`src/rtl/matrix_tx_scheduler_if.sv`:
```
// Command/transmitter bundle for matrix_tx_scheduler.
// The master side is everything outside the scheduler: the two requesters
// plus the transmitter's busy flag. The slave side is the scheduler itself.
interface matrix_tx_scheduler_if;
  // requester 0
  logic       req0;
  logic [1:0] op0;
  logic [2:0] addr0;
  logic [7:0] data0;
  logic       done0;
  // requester 1
  logic       req1;
  logic [1:0] op1;
  logic [2:0] addr1;
  logic [7:0] data1;
  logic       done1;
  // shared completion status
  logic       err;
  // transmitter side
  logic [7:0] d;
  logic       row;
  logic [1:0] col;
  logic [2:0] action;
  logic       tx_busy;
  // status
  logic       sched_busy;

  modport master (
    output req0, op0, addr0, data0,
    output req1, op1, addr1, data1,
    output tx_busy,
    input  done0, done1, err,
    input  d, row, col, action,
    input  sched_busy
  );

  modport slave (
    input  req0, op0, addr0, data0,
    input  req1, op1, addr1, data1,
    input  tx_busy,
    output done0, done1, err,
    output d, row, col, action,
    output sched_busy
  );
endinterface

```
`src/rtl/matrix_tx_scheduler.sv`:
```
// Two-port round-robin command scheduler for a cell-matrix transmitter.
// A granted requester's command is latched once and then executed:
//   WRITE    : one action=1 strobe, no handshake with the transmitter.
//   SEND     : one action=2 strobe, wait for tx_busy to rise then fall.
//   SEND_ALL : eight SEND cycles over cells 0..7 in order.
// A transmitter that never raises tx_busy within four cycles of an issue
// ends the command with err. All transmitter/requester outputs are
// registered; action/d/row/col/done/err follow the FSM state by one cycle.
module matrix_tx_scheduler (
  input  logic                  clk,
  input  logic                  rst,
  matrix_tx_scheduler_if.slave  bus
);

  localparam logic [1:0] OP_WRITE    = 2'd0;
  localparam logic [1:0] OP_SEND     = 2'd1;
  localparam logic [1:0] OP_SEND_ALL = 2'd2;
  localparam logic [1:0] OP_RSVD     = 2'd3;

  localparam logic [2:0] ACT_IDLE  = 3'd0;
  localparam logic [2:0] ACT_WRITE = 3'd1;
  localparam logic [2:0] ACT_TX    = 3'd2;

  // last WAIT_HI cycle index before a missing tx_busy becomes a timeout
  localparam logic [1:0] TMO_LAST  = 2'd3;
  localparam logic [2:0] LAST_CELL = 3'd7;

  typedef enum logic [2:0] {
    S_IDLE,
    S_GRANT,
    S_ISSUE,
    S_WAIT_HI,
    S_WAIT_LO,
    S_DONE
  } state_t;

  state_t     state, state_nxt;

  logic       gid;        // requester currently owning the scheduler
  logic       last_gid;   // requester served most recently
  logic       win;        // arbitration result in IDLE
  logic       any_req;

  logic [1:0] op_l;       // latched command
  logic [7:0] data_l;     // latched write data
  logic [2:0] idx;        // current cell index
  logic [1:0] tcnt;       // cycles spent in WAIT_HI for this cell
  logic       err_l;      // completion status of the current command

  logic [1:0] sel_op;
  logic [2:0] sel_addr;
  logic [7:0] sel_data;

  logic       more_cells;
  logic       tmo;

  assign any_req  = bus.req0 | bus.req1;

  // Port 0 wins a tie unless it was the one served last.
  assign win      = (bus.req0 && bus.req1) ? ~last_gid : bus.req1;

  assign sel_op   = gid ? bus.op1   : bus.op0;
  assign sel_addr = gid ? bus.addr1 : bus.addr0;
  assign sel_data = gid ? bus.data1 : bus.data0;

  assign more_cells = (op_l == OP_SEND_ALL) && (idx != LAST_CELL);
  assign tmo        = !bus.tx_busy && (tcnt == TMO_LAST);

  // Next-state decode for the command sequencer.
  always_comb begin
    state_nxt = state;
    case (state)
      S_IDLE: begin
        if (any_req) state_nxt = S_GRANT;
      end
      S_GRANT: begin
        if (sel_op == OP_RSVD) state_nxt = S_DONE;
        else                   state_nxt = S_ISSUE;
      end
      S_ISSUE: begin
        if (op_l == OP_WRITE) state_nxt = S_DONE;
        else                  state_nxt = S_WAIT_HI;
      end
      S_WAIT_HI: begin
        if (bus.tx_busy) state_nxt = S_WAIT_LO;
        else if (tmo)    state_nxt = S_DONE;
      end
      S_WAIT_LO: begin
        if (!bus.tx_busy) begin
          if (more_cells) state_nxt = S_ISSUE;
          else            state_nxt = S_DONE;
        end
      end
      S_DONE: begin
        state_nxt = S_IDLE;
      end
      default: begin
        state_nxt = S_IDLE;
      end
    endcase
  end

  // State register.
  always_ff @(posedge clk or posedge rst) begin
    if (rst) state <= S_IDLE;
    else     state <= state_nxt;
  end

  // Grant ownership, command latch, cell index and timeout bookkeeping.
  always_ff @(posedge clk or posedge rst) begin
    if (rst) begin
      gid      <= 1'b0;
      last_gid <= 1'b1;
      op_l     <= OP_WRITE;
      idx      <= 3'd0;
      tcnt     <= 2'd0;
      err_l    <= 1'b0;
    end else begin
      case (state)
        S_IDLE: begin
          if (any_req) gid <= win;
        end
        S_GRANT: begin
          op_l  <= sel_op;
          idx   <= (sel_op == OP_SEND_ALL) ? 3'd0 : sel_addr;
          err_l <= (sel_op == OP_RSVD);
        end
        S_ISSUE: begin
          tcnt <= 2'd0;
        end
        S_WAIT_HI: begin
          tcnt <= tcnt + 2'd1;
          if (tmo) err_l <= 1'b1;
        end
        S_WAIT_LO: begin
          if (!bus.tx_busy && more_cells) idx <= idx + 3'd1;
        end
        S_DONE: begin
          last_gid <= gid;
        end
        default: begin
          tcnt <= 2'd0;
        end
      endcase
    end
  end

  // Write data is pure payload and needs no reset.
  always_ff @(posedge clk) begin
    if (state == S_GRANT) data_l <= sel_data;
  end

  // Registered transmitter and requester outputs.
  always_ff @(posedge clk or posedge rst) begin
    if (rst) begin
      bus.action     <= ACT_IDLE;
      bus.d          <= 8'd0;
      bus.row        <= 1'b0;
      bus.col        <= 2'd0;
      bus.done0      <= 1'b0;
      bus.done1      <= 1'b0;
      bus.err        <= 1'b0;
      bus.sched_busy <= 1'b0;
    end else begin
      bus.action     <= ACT_IDLE;
      bus.done0      <= (state == S_DONE) && !gid;
      bus.done1      <= (state == S_DONE) &&  gid;
      bus.err        <= (state == S_DONE) && err_l;
      bus.sched_busy <= (state_nxt != S_IDLE);
      // d/row/col are loaded on issue and then held until the next issue
      if (state == S_ISSUE) begin
        bus.action <= (op_l == OP_WRITE) ? ACT_WRITE : ACT_TX;
        bus.d      <= data_l;
        bus.row    <= idx[2];
        bus.col    <= idx[1:0];
      end
    end
  end

endmodule

```
`src/flat_wrapper.sv`:
```
// flat-port wrapper written by rule: the top's interface ports become plain ports
module matrix_tx_scheduler_flat 
  (clk, rst, bus_req0, bus_op0, bus_addr0, bus_data0, bus_req1, bus_op1, bus_addr1, bus_data1, bus_tx_busy, bus_done0, bus_done1, bus_err, bus_d, bus_row, bus_col, bus_action, bus_sched_busy);
  matrix_tx_scheduler_if bus_i ();
  input  logic clk;
  input  logic rst;
  input wire logic [$bits(bus_i.req0)-1:0] bus_req0;
  input wire logic [$bits(bus_i.op0)-1:0] bus_op0;
  input wire logic [$bits(bus_i.addr0)-1:0] bus_addr0;
  input wire logic [$bits(bus_i.data0)-1:0] bus_data0;
  input wire logic [$bits(bus_i.req1)-1:0] bus_req1;
  input wire logic [$bits(bus_i.op1)-1:0] bus_op1;
  input wire logic [$bits(bus_i.addr1)-1:0] bus_addr1;
  input wire logic [$bits(bus_i.data1)-1:0] bus_data1;
  input wire logic [$bits(bus_i.tx_busy)-1:0] bus_tx_busy;
  output wire logic [$bits(bus_i.done0)-1:0] bus_done0;
  output wire logic [$bits(bus_i.done1)-1:0] bus_done1;
  output wire logic [$bits(bus_i.err)-1:0] bus_err;
  output wire logic [$bits(bus_i.d)-1:0] bus_d;
  output wire logic [$bits(bus_i.row)-1:0] bus_row;
  output wire logic [$bits(bus_i.col)-1:0] bus_col;
  output wire logic [$bits(bus_i.action)-1:0] bus_action;
  output wire logic [$bits(bus_i.sched_busy)-1:0] bus_sched_busy;
  assign bus_i.req0 = bus_req0;
  assign bus_i.op0 = bus_op0;
  assign bus_i.addr0 = bus_addr0;
  assign bus_i.data0 = bus_data0;
  assign bus_i.req1 = bus_req1;
  assign bus_i.op1 = bus_op1;
  assign bus_i.addr1 = bus_addr1;
  assign bus_i.data1 = bus_data1;
  assign bus_i.tx_busy = bus_tx_busy;
  assign bus_done0 = bus_i.done0;
  assign bus_done1 = bus_i.done1;
  assign bus_err = bus_i.err;
  assign bus_d = bus_i.d;
  assign bus_row = bus_i.row;
  assign bus_col = bus_i.col;
  assign bus_action = bus_i.action;
  assign bus_sched_busy = bus_i.sched_busy;
  matrix_tx_scheduler u_core (.clk(clk), .rst(rst), .bus(bus_i));
endmodule
```
`config.mk`:
```
export PLATFORM = sky130hd
export DESIGN_NAME = matrix_tx_scheduler_flat
export DESIGN_NICKNAME = d
export VERILOG_FILES = /design/src/rtl/matrix_tx_scheduler_if.sv /design/src/rtl/matrix_tx_scheduler.sv /design/src/flat_wrapper.sv
export SDC_FILE = /design/constraint.sdc
export NUM_CORES = 1
export LEC_CHECK = 0
export CORE_MARGIN = 5
export CORE_UTILIZATION = 43
export DETAILED_ROUTE_END_ITERATION = 12
export PLACE_DENSITY_LB_ADDON = 0.2
export SYNTH_ARGS = -nofsm -noshare
export SYNTH_HDL_FRONTEND = slang
export SYNTH_SLANG_ARGS = --single-unit
```
`constraint.sdc`:
```
create_clock -name clk -period 1.82 [get_ports clk]
set_input_delay 0.273 -clock clk [delete_from_list [all_inputs] [get_ports clk]]
set_output_delay 0.273 -clock clk [all_outputs]
set_load 0.1 [all_outputs]
```
==> flow_metrics.env <==
export IMPL_synthSimpleGateAreaFrac=0.0882
export IMPL_worstSetupPathType="reg -> reg"
export IMPL_final_area_sq_um=2440
export IMPL_synth_compound_area_frac=0.106
export IMPL_synth_seq_area_share=0.560
export IMPL_r2r_cells=6
export IMPL_ios=49
export IMPL_worstPathArrival_ns=2.02
export IMPL_start_util=0.443
export IMPL_end_kind="flop"
export IMPL_synthAdderAreaFrac=0.0212
export IMPL_area_growth_pct=37.9
export IMPL_synth_main_ff_cell="dfrtp_1"
export IMPL_grt_max_degree=31
export IMPL_cp_max_fo=3
export IMPL_cts_sinks=38
export IMPL_dr_total_vias=1255
export IMPL_ys_types=37
export IMPL_place_congestion=0.819
export IMPL_finalCritPeriodShare=1.01
export IMPL_tightest_slew_ns=0.520
export IMPL_synth_xor_xnor_area_share=0
export IMPL_start_kind="flop"
export IMPL_r2r_start="u_core.idx[0]"
export IMPL_die_w_um=74.2
export IMPL_power_density_nw_per_um2=2030
export IMPL_synth_async_reset_ratio=0.789
export IMPL_num_rows=23
export IMPL_drt_initial_drc_count=60
export IMPL_maxCapViolCount=0
export IMPL_final_antenna_net_count=0
export IMPL_netlist_instances=141
export IMPL_cts_buffer_depth=2
export IMPL_port_buffers=47
export IMPL_critPathRequiredTime_ns=1.99
export IMPL_syn_num_nets=175
export IMPL_setup_tns_final_ns=-0.0689
export IMPL_place_inst=240
export IMPL_layout_cells_non_filler=252
export IMPL_ff2ff_setup_slack_ns=-0.03
export IMPL_dieHeight_um=74.2
export IMPL_grt_usage=0.158
export IMPL_cts_tree="built"
export IMPL_coreArea_sq_um=4000
export IMPL_tritoncts_num_buffers=5
export IMPL_setup_violations=3
export IMPL_drt_pass1_iter_count=4
export IMPL_worst_slack_ns=-0.0267
export IMPL_r2r_end="u_core.idx[2]"
export IMPL_nets=235
export IMPL_wl_per_cell_um=15.9
export IMPL_period_minus_slack_ns=1.85
export IMPL_total_power_mw=4.97
export IMPL_dieArea_sq_um=5510
export IMPL_via_per_inst=4.98
export IMPL_utilization=0.611
export IMPL_htree_num_levels=2
export IMPL_diodes=0
export IMPL_status="finished, violations left"
export IMPL_hpwl_um=2860
export IMPL_hold_class="in -> async"
export IMPL_syn_avg_cell_area_sq_um=12.6
export IMPL_root_buffer="clkbuf_8"
export IMPL_skew_ns=0.00278
export IMPL_slew_headroom=0.653
export IMPL_grt_pass1_vias=1370
export IMPL_grt_pass1_wl_um=6460
export IMPL_irDropWorstVdd_v=0.000900
export IMPL_finalHoldViolCount=0
export IMPL_post_dp_cell_area_sq_um=2280
export IMPL_antenna_found_initial=0
export IMPL_wl_um=4000
export IMPL_synth_top_family_by_area="multiplexers"
export IMPL_synth_yosys_warnings=0
export IMPL_drive_gt1_frac=0.361
export IMPL_yosys_register_bits=38
export IMPL_rsz0062_at_grt="true"
export IMPL_max_freq_mhz=542
export IMPL_drc_errors=0
export IMPL_slew_violations=0
export IMPL_clkTransAtPathRegs_ns=0.07
export IMPL_violations="setup timing"
export IMPL_synthMuxAreaShare=0.169
export IMPL_insertion_delay_ns=0.28
export IMPL_p_leak_nw=1.07
export IMPL_synth_edff_count=8
export IMPL_overflow=0
export IMPL_syn_cell_area_sq_um=1770
export IMPL_cts_hold_buf=0
[flip-flops by register name, summed over array words and instances (netlist names)]
name,flops
u_core.err_l,1
u_core.data_l,8
u_core.bus.sched_busy,1
u_core.bus.action,2
u_core.idx,3
u_core.tcnt,2
u_core.op_l,2
u_core.bus.done0,1
u_core.bus.done1,1
u_core.bus.err,1
u_core.bus.d,8
u_core.last_gid,1
u_core.bus.col,2
u_core.gid,1
u_core.state,3
u_core.bus.row,1
[synth_stat cells, types with 2 or more instances]
cell	count	area, sq um
a21oi_1	8	40.0
buf_2	3	15.0
buf_4	2	15.0
dfrtp_1	29	726
edfxtp_1	8	240
ha_1	3	37.5
inv_1	10	37.5
mux2_2	23	259
mux2i_1	4	40.0
nand2_1	2	7.51
nand3b_1	3	22.5
nor2_1	13	48.8
nor3_1	2	10.0
o21a_1	3	22.5
o21ai_0	3	15.0
o22ai_1	4	25.0
[where the power goes]
| part | internal [mW] | switching [mW] |
|---|---|---|
| combinational | 1.02 | 1.86 |
| sequential | 1.28 | 0.268 |
| clock | 0.265 | 0.277 |
[layout make-up]
cell class,count,area (sq um)
Clock buffer,6,72.6
Clock inverter,2,10.0
Fill cell,337,1560
Inverter,10,37.5
Multi-Input combinational cell,85,737
Sequential cell,38,992
Tap cell,50,62.6
Timing Repair Buffer,61,533
[metrics by stage]
step,setup slack [ns],hold slack (ns)
4_1_cts,-0.0823,0.371
3_5_place_dp,-0.0809,0.465
2_1_floorplan,0.00831,0.363
6_report,-0.0267,0.372
3_3_place_gp,-0.00478,0.458
5_1_grt,-0.103,0.413
[how the worst max path moves through the flow]
stage | startpoint | end | slack, ns | depth (start not counted)
after global placement | bus_tx_busy | u_core.idx[2] | -0.005 | 5
after global routing | u_core.idx[0] | u_core.idx[2] | -0.10 | 6
after detailed placement | bus_tx_busy | u_core.idx[1] | -0.08 | 5
after floorplan | u_core.idx[0] | u_core.idx[0] | 0.008 | 6
final | u_core.idx[0] | u_core.idx[2] | -0.03 | 6
after CTS | u_core.idx[1] | u_core.idx[2] | -0.08 | 6
[worst max-delay path, cell delays in order, from the launching register on]
cell and delay, ns:
dfrtp_1 0.39, ha_2 0.20, ha_4 0.17, nor4b_4 0.23
nand3b_1 0.18, a21oi_4 0.24, mux2_4 0.33
[per-layer routing]
| layer | vias to the layer above | track usage | part of all wire |
|---|---|---|---|
| met4 | 0 | 0.0474 | 0.013 |
| met3 | 6 | 0.0473 | 0.063 |
| met5 | - | 0 | 0 |
| met1 | 597 | 0.190 | 0.41 |
| met2 | 38 | 0.273 | 0.51 |
| li1 | 614 | - | - |
[cell families (layout without fill, tap and decap cells)]
kind of cell    Yosys count  in the layout
compound gates           26             26
other cells               1              1
simple gates             28             28
buf+inv                  18             79
fa+ha+maj                 3              3
flops                    38             38
mux                      27             27
[cell usage in the layout (no fill, tap or decap), types with 2 or more instances in the layout]
master,instances
nor3_1,2
o22ai_1,3
edfxtp_1,8
mux2_4,3
mux2_2,20
buf_4,31
inv_1,10
a21oi_1,8
dfrtp_1,29
nand3b_1,3
o21ai_0,3
clkbuf_8,5
nand2_1,2
mux2i_1,4
nor2_1,13
clkinv_2,2
clkdlybuf4s50_1,30
o21a_1,3
[what timing repair did]
action | CTS | global route
buffers inserted | 5 | 1
pin swaps | 4 | 4
resized for setup | 10 | 1
gates cloned | 0 | 0
setup endpoints to repair | 3 | 4
(Power assumes the default switching activity.)
